**config.mk**
```make
export PLATFORM = sky130hd
export DESIGN_NAME = vga_sync
export DESIGN_NICKNAME = d
export VERILOG_FILES = /design/src/rtl/vga_pkg.sv /design/src/rtl/vga_sync_color_bars.sv /design/src/rtl/vga_sync.sv
export SDC_FILE = /design/constraint.sdc
export NUM_CORES = 1
export LEC_CHECK = 0
export CORE_MARGIN = 3
export CORE_UTILIZATION = 45
export DETAILED_ROUTE_END_ITERATION = 10
export HOLD_SLACK_MARGIN = 0.12
export PLACE_DENSITY = 0.78
export SYNTH_ARGS = -nofsm -noshare
export SYNTH_HDL_FRONTEND = slang
export SYNTH_SLANG_ARGS = --single-unit
```
**constraint.sdc**
```tcl
create_clock -name clk -period 2.5 [get_ports clk]
set_input_delay 0.5 -clock clk [delete_from_list [all_inputs] [get_ports clk]]
set_output_delay 0.5 -clock clk [all_outputs]
set_load 0.1 [all_outputs]
```
**src/rtl/vga_pkg.sv**
```systemverilog
// Shared types, default 640x480@60 timing constants and colour constants for
// the VGA timing generator and its drawing clients.
package vga_pkg;

    typedef logic [11:0] rgb_t;
    typedef logic [10:0] coord_t;

    localparam int DEF_H_ACTIVE = 640;
    localparam int DEF_H_FP     = 16;
    localparam int DEF_H_SYNC   = 96;
    localparam int DEF_H_BP     = 48;
    localparam int DEF_V_ACTIVE = 480;
    localparam int DEF_V_FP     = 10;
    localparam int DEF_V_SYNC   = 2;
    localparam int DEF_V_BP     = 33;

    localparam int H_TOTAL = DEF_H_ACTIVE + DEF_H_FP + DEF_H_SYNC + DEF_H_BP;
    localparam int V_TOTAL = DEF_V_ACTIVE + DEF_V_FP + DEF_V_SYNC + DEF_V_BP;

    localparam rgb_t COLOR_BLACK = 12'h000;
    localparam rgb_t COLOR_WHITE = 12'hFFF;

    function automatic logic in_range(input coord_t c, input int lo, input int hi);
        return (int'(c) >= lo) && (int'(c) <= hi);
    endfunction

endpackage

```
**src/rtl/vga_sync_color_bars.sv**
```systemverilog
// Eight vertical colour bars across the active width, white on the left down
// to black on the right; the bar index comes from a compare chain, no divider.
module color_bars
    import vga_pkg::*;
#(
    parameter int H_ACTIVE = DEF_H_ACTIVE
) (
    input  logic [10:0] pix_x,
    output logic [11:0] bar_rgb
);

    localparam int BAR_W = H_ACTIVE / 8;

    logic [6:0] past_edge;
    logic [2:0] bar_k;

    generate
        for (genvar gi = 0; gi < 7; gi++) begin : g_cmp
            assign past_edge[gi] = (pix_x >= coord_t'((gi + 1) * BAR_W));
        end
    endgenerate

    // The comparisons form a thermometer code; its population is the bar index.
    always_comb begin
        bar_k = 3'd0;
        for (int i = 0; i < 7; i++) begin
            bar_k = bar_k + {2'b00, past_edge[i]};
        end
    end

    assign bar_rgb = {{4{~bar_k[2]}}, {4{~bar_k[1]}}, {4{~bar_k[0]}}};

endmodule

```
**src/rtl/vga_sync.sv**
```systemverilog
// VGA timing generator: pixel divider, h/v counters, blanked and registered
// rgb/hsync/vsync outputs and a vblank-entry strobe. Optional colour-bar
// source is enabled with `define VGA_TEST_PATTERN_EN.
module vga_sync
    import vga_pkg::*;
#(
    parameter int CLK_DIV  = 2,
    parameter int H_ACTIVE = DEF_H_ACTIVE,
    parameter int H_FP     = DEF_H_FP,
    parameter int H_SYNC   = DEF_H_SYNC,
    parameter int H_BP     = DEF_H_BP,
    parameter int V_ACTIVE = DEF_V_ACTIVE,
    parameter int V_FP     = DEF_V_FP,
    parameter int V_SYNC   = DEF_V_SYNC,
    parameter int V_BP     = DEF_V_BP
) (
    input  logic        clk,
    input  logic        rst,
    input  logic [11:0] rgb_in,
    input  logic        test_mode,
    output logic [10:0] pix_x,
    output logic [10:0] pix_y,
    output logic        video_on,
    output logic        pix_tick,
    output logic        hsync_out,
    output logic        vsync_out,
    output logic [11:0] rgb_out,
    output logic        vblank_start
);

    localparam int H_TOT = H_ACTIVE + H_FP + H_SYNC + H_BP;
    localparam int V_TOT = V_ACTIVE + V_FP + V_SYNC + V_BP;
    localparam int DIV_W = (CLK_DIV > 1) ? $clog2(CLK_DIV) : 1;

    logic [DIV_W-1:0] div_cnt_q, div_cnt_d;
    coord_t           h_cnt_q, h_cnt_d;
    coord_t           v_cnt_q, v_cnt_d;
    rgb_t             rgb_out_q, rgb_out_d;
    logic             hsync_out_q, hsync_out_d;
    logic             vsync_out_q, vsync_out_d;
    logic             vblank_start_q, vblank_start_d;
    logic             h_last, v_last;
    rgb_t             src_rgb;

`ifdef VGA_TEST_PATTERN_EN
    rgb_t bar_rgb;

    color_bars #(.H_ACTIVE(H_ACTIVE)) u_color_bars (
        .pix_x   (h_cnt_q),
        .bar_rgb (bar_rgb)
    );

    assign src_rgb = test_mode ? bar_rgb : rgb_in;
`else
    logic unused_test_mode;
    assign unused_test_mode = test_mode;
    assign src_rgb          = rgb_in;
`endif

    assign pix_tick = (div_cnt_q == DIV_W'(CLK_DIV - 1));
    assign h_last   = (h_cnt_q == coord_t'(H_TOT - 1));
    assign v_last   = (v_cnt_q == coord_t'(V_TOT - 1));
    assign video_on = (h_cnt_q < coord_t'(H_ACTIVE)) && (v_cnt_q < coord_t'(V_ACTIVE));

    always_comb begin
        div_cnt_d      = div_cnt_q;
        h_cnt_d        = h_cnt_q;
        v_cnt_d        = v_cnt_q;
        rgb_out_d      = rgb_out_q;
        hsync_out_d    = hsync_out_q;
        vsync_out_d    = vsync_out_q;
        vblank_start_d = 1'b0;
        if (pix_tick) begin
            div_cnt_d = '0;
            if (h_last) begin
                h_cnt_d = '0;
                v_cnt_d = v_last ? coord_t'(0) : v_cnt_q + 1'b1;
            end else begin
                h_cnt_d = h_cnt_q + 1'b1;
            end
            // Output stage samples the pixel being left, so it trails pix_x/pix_y by one period.
            rgb_out_d      = video_on ? src_rgb : COLOR_BLACK;
            hsync_out_d    = ~in_range(h_cnt_q, H_ACTIVE + H_FP, H_ACTIVE + H_FP + H_SYNC - 1);
            vsync_out_d    = ~in_range(v_cnt_q, V_ACTIVE + V_FP, V_ACTIVE + V_FP + V_SYNC - 1);
            vblank_start_d = h_last && (v_cnt_q == coord_t'(V_ACTIVE - 1));
        end else begin
            div_cnt_d = div_cnt_q + 1'b1;
        end
    end

    always_ff @(posedge clk) begin
        if (rst) begin
            div_cnt_q      <= '0;
            h_cnt_q        <= '0;
            v_cnt_q        <= '0;
            rgb_out_q      <= COLOR_BLACK;
            hsync_out_q    <= 1'b1;
            vsync_out_q    <= 1'b1;
            vblank_start_q <= 1'b0;
        end else begin
            div_cnt_q      <= div_cnt_d;
            h_cnt_q        <= h_cnt_d;
            v_cnt_q        <= v_cnt_d;
            rgb_out_q      <= rgb_out_d;
            hsync_out_q    <= hsync_out_d;
            vsync_out_q    <= vsync_out_d;
            vblank_start_q <= vblank_start_d;
        end
    end

    assign pix_x        = h_cnt_q;
    assign pix_y        = v_cnt_q;
    assign rgb_out      = rgb_out_q;
    assign hsync_out    = hsync_out_q;
    assign vsync_out    = vsync_out_q;
    assign vblank_start = vblank_start_q;

endmodule

```
==> impl_metrics.toml <==
[run_status]
status = "finished, final reports clean"

[synth]
yosys.area_share.simple = 0.288
synth_edf_count = 0
yosysWarningCount = 0
synth_compound_area_frac = 0.136
async_reset_ff_frac = 0
synth-adder-area-share = 0.0223
yosys.area_share.xor_xnor = 0.0676
synth_top_family_by_area = "simple AND/OR/NAND/NOR gates"
synthMuxAreaShare = 0
synth_top_cell_area_share = 0.452
synth_flop_cell = "dfxtp_1"
synth_area_leaders = "dfxtp_1 (45%), a22o_1 (6.2%), nand3_1 (4.2%), xnor2_1 (3.6%), a21oi_1 (3.3%)"
ys_types = 39
synth.yosys.seq_area_share = 0.452
syn_inst = 181
synth_area_leader_cell = "dfxtp_1"
ys_ff_latch = 38
syn_avg_cell_area_um2 = 9.30
synth_nets = 199
netlist_area_um2 = 1680

[flow_run]
maxCapViolations = 0

[global_routing]
grt_pass1_wl_um = 7380
globalRouteOverflowTotal = 0
grt.busiest_layer = "met2"
grt_pass1_vias = 1624
grt_max_degree = 18
grtUsageMet1 = 0.257
grtUsageTotal = 0.215
met2_usage = 0.357
grt_antenna_before_repair = 0
met3_usage = 0.0499

[power]
ir_worst_vdd_uv = 362
finalPower_mw = 1.25
leakagePower_nw = 0.853
p_per_area_nw_per_um2 = 548

[die]
start_util = 0.486
ioPinCount = 54
die_x_um = 67.2
die_area_um2 = 4510
die_y_um = 67.2
core_um2 = 3470
rows = 21

[placed_design]
place_hpwl_um = 3160
detailed_place.area_um2 = 2180
port-buffer-count = 52
gp_congestion = 0.822

[detailed_routing]
wl_per_cell_um = 15.6
drtIter0Drc = 141
num_vias = 1624
drt-total-wl_um = 4360
vias_per_cell = 5.80
dr.pass1.iters = 4
drc_errors = 0
ant_nets = 0

[sta]
rsz0062_at_grt = "no"
drv_slew = 0
fmax_ghz = 0.448
tns_ns = 0
setup_viol = 0
relSlewSlack = 0.312
post-route-min-period_ns = 2.23
hold_viol_final = 0
clock_skew_ns = 0.0132
min_period_over_period = 0.892
tightestPinTransition_ns = 1.02

[clock_network]
clock_latency_ns = 0.29
post_cts_buffers = 0
cts-htree-levels = 2
cts_buffers = 5
cts_hold_buf = 0
clock-root-buffer = "clkbuf_8"
cts.sinks = 38
cts-resized-gates = 0
cts_tree = "built"
clockBufferDepth = 2
clk_pin_slew_ns = 0.08

[hold_path]
hp-start = "rgb_out[0]"
hold_class = "reg2reg"

[finish]
layout_common_cells = "buf_4 (40), dfxtp_1 (24), nand3_1 (14), clkdlybuf4s50_1 (13), dfxtp_2 (13)"
syn_to_final_growth_pct = 35.1
drive_gt1_frac = 0.295
multi_input_area_um2 = 885
final_area_um2 = 2280
seq_area_um2 = 781
mostFrequentLayoutCell = "buf_4"
nFillCells = 302
fin_nets = 251
antenna_cells = 0
post-route-util = 0.656

[setup_path]
worst_ep_arrival_time_ns = 1.73
cp.required_ns = 2.00
crit_fanout = 11
rr_startpoint = "pix_y[5]"
crit_path_start_kind = "flop"
cp-startpoint = "pix_y[5]"
crit_path_end_kind = "output pin"
critPathKind = "reg2out"
==> layout make-up <==
cell class | instances | share of cell area
Clock buffer | 7 | 0.0379
Clock inverter | 1 | 0.00220
Multi-Input combinational cell | 131 | 0.389
Tap cell | 46 | 0.0253
Timing Repair Buffer | 54 | 0.198
Sequential cell | 38 | 0.343
Inverter | 3 | 0.00495
==> metal layers <==
layer / vias to the layer above / part of all wire
met5: - / 0
met3: 6 / 0.064
met1: 786 / 0.42
met2: 55 / 0.50
met4: 0 / 0.013
li1: 777 / -
==> registers in the layout, summed over array words and instances (netlist names) <==
signal        flops
hsync_out         1
pix_y            11
vblank_start      1
pix_tick          1
rgb_out          12
vsync_out         1
pix_x            11
==> path summary, 6_finish.rpt <==
check	endpoint	slack, ns	cells after the start
max	video_on	0.27	4
min	rgb_out[0]	0.49	1
max reg2reg	rgb_out[5]	0.32	4
min reg2reg	rgb_out[0]	0.49	1
==> kinds of logic (layout without fill, tap and decap cells) <==
group / count (synthesis) / in the layout
AO/OA/AOI/OAI: 32 / 32
flip-flops: 38 / 38
adder cells (fa/ha/maj): 3 / 3
AND/OR/NAND/NOR: 83 / 83
XOR/XNOR: 13 / 13
buffers and inverters: 12 / 65
==> Yosys cell counts (3+ instances only) <==
cell	instances
dfxtp_1	38
nand3_1	14
a22o_1	12
a21oi_1	11
nor2_1	10
nor3_1	10
nand2_1	9
nand4_1	7
nor4_1	7
xnor2_1	7
xor2_1	6
clkbuf_1	5
or3_1	4
ha_1	3
inv_1	3
nand2b_1	3
o21ai_0	3
or4_1	3
==> critical path, cell delays in order (launching register included) <==
cell	delay, ns
dfxtp_4	0.38
and4_1	0.23
or3b_4	0.40
nor3_4	0.22
buf_12	0.20
==> power by group <==
| part | switching, mW | internal [mW] |
|---|---|---|
| logic | 0.136 | 0.0503 |
| registers | 0.0135 | 0.620 |
| clock network | 0.204 | 0.222 |
| total | 0.354 | 0.892 |
==> through the flow <==
step           setup WS [ns]  cells  hold slack, ns
2_1_floorplan       -0.00222    181           0.626
3_3_place_gp           0.347    272           0.464
3_5_place_dp           0.264    272           0.468
4_1_cts                0.262    280           0.485
5_1_grt                0.183    280           0.501
6_report               0.270    280           0.486
Note: power is estimated with default switching activity, not from simulation.
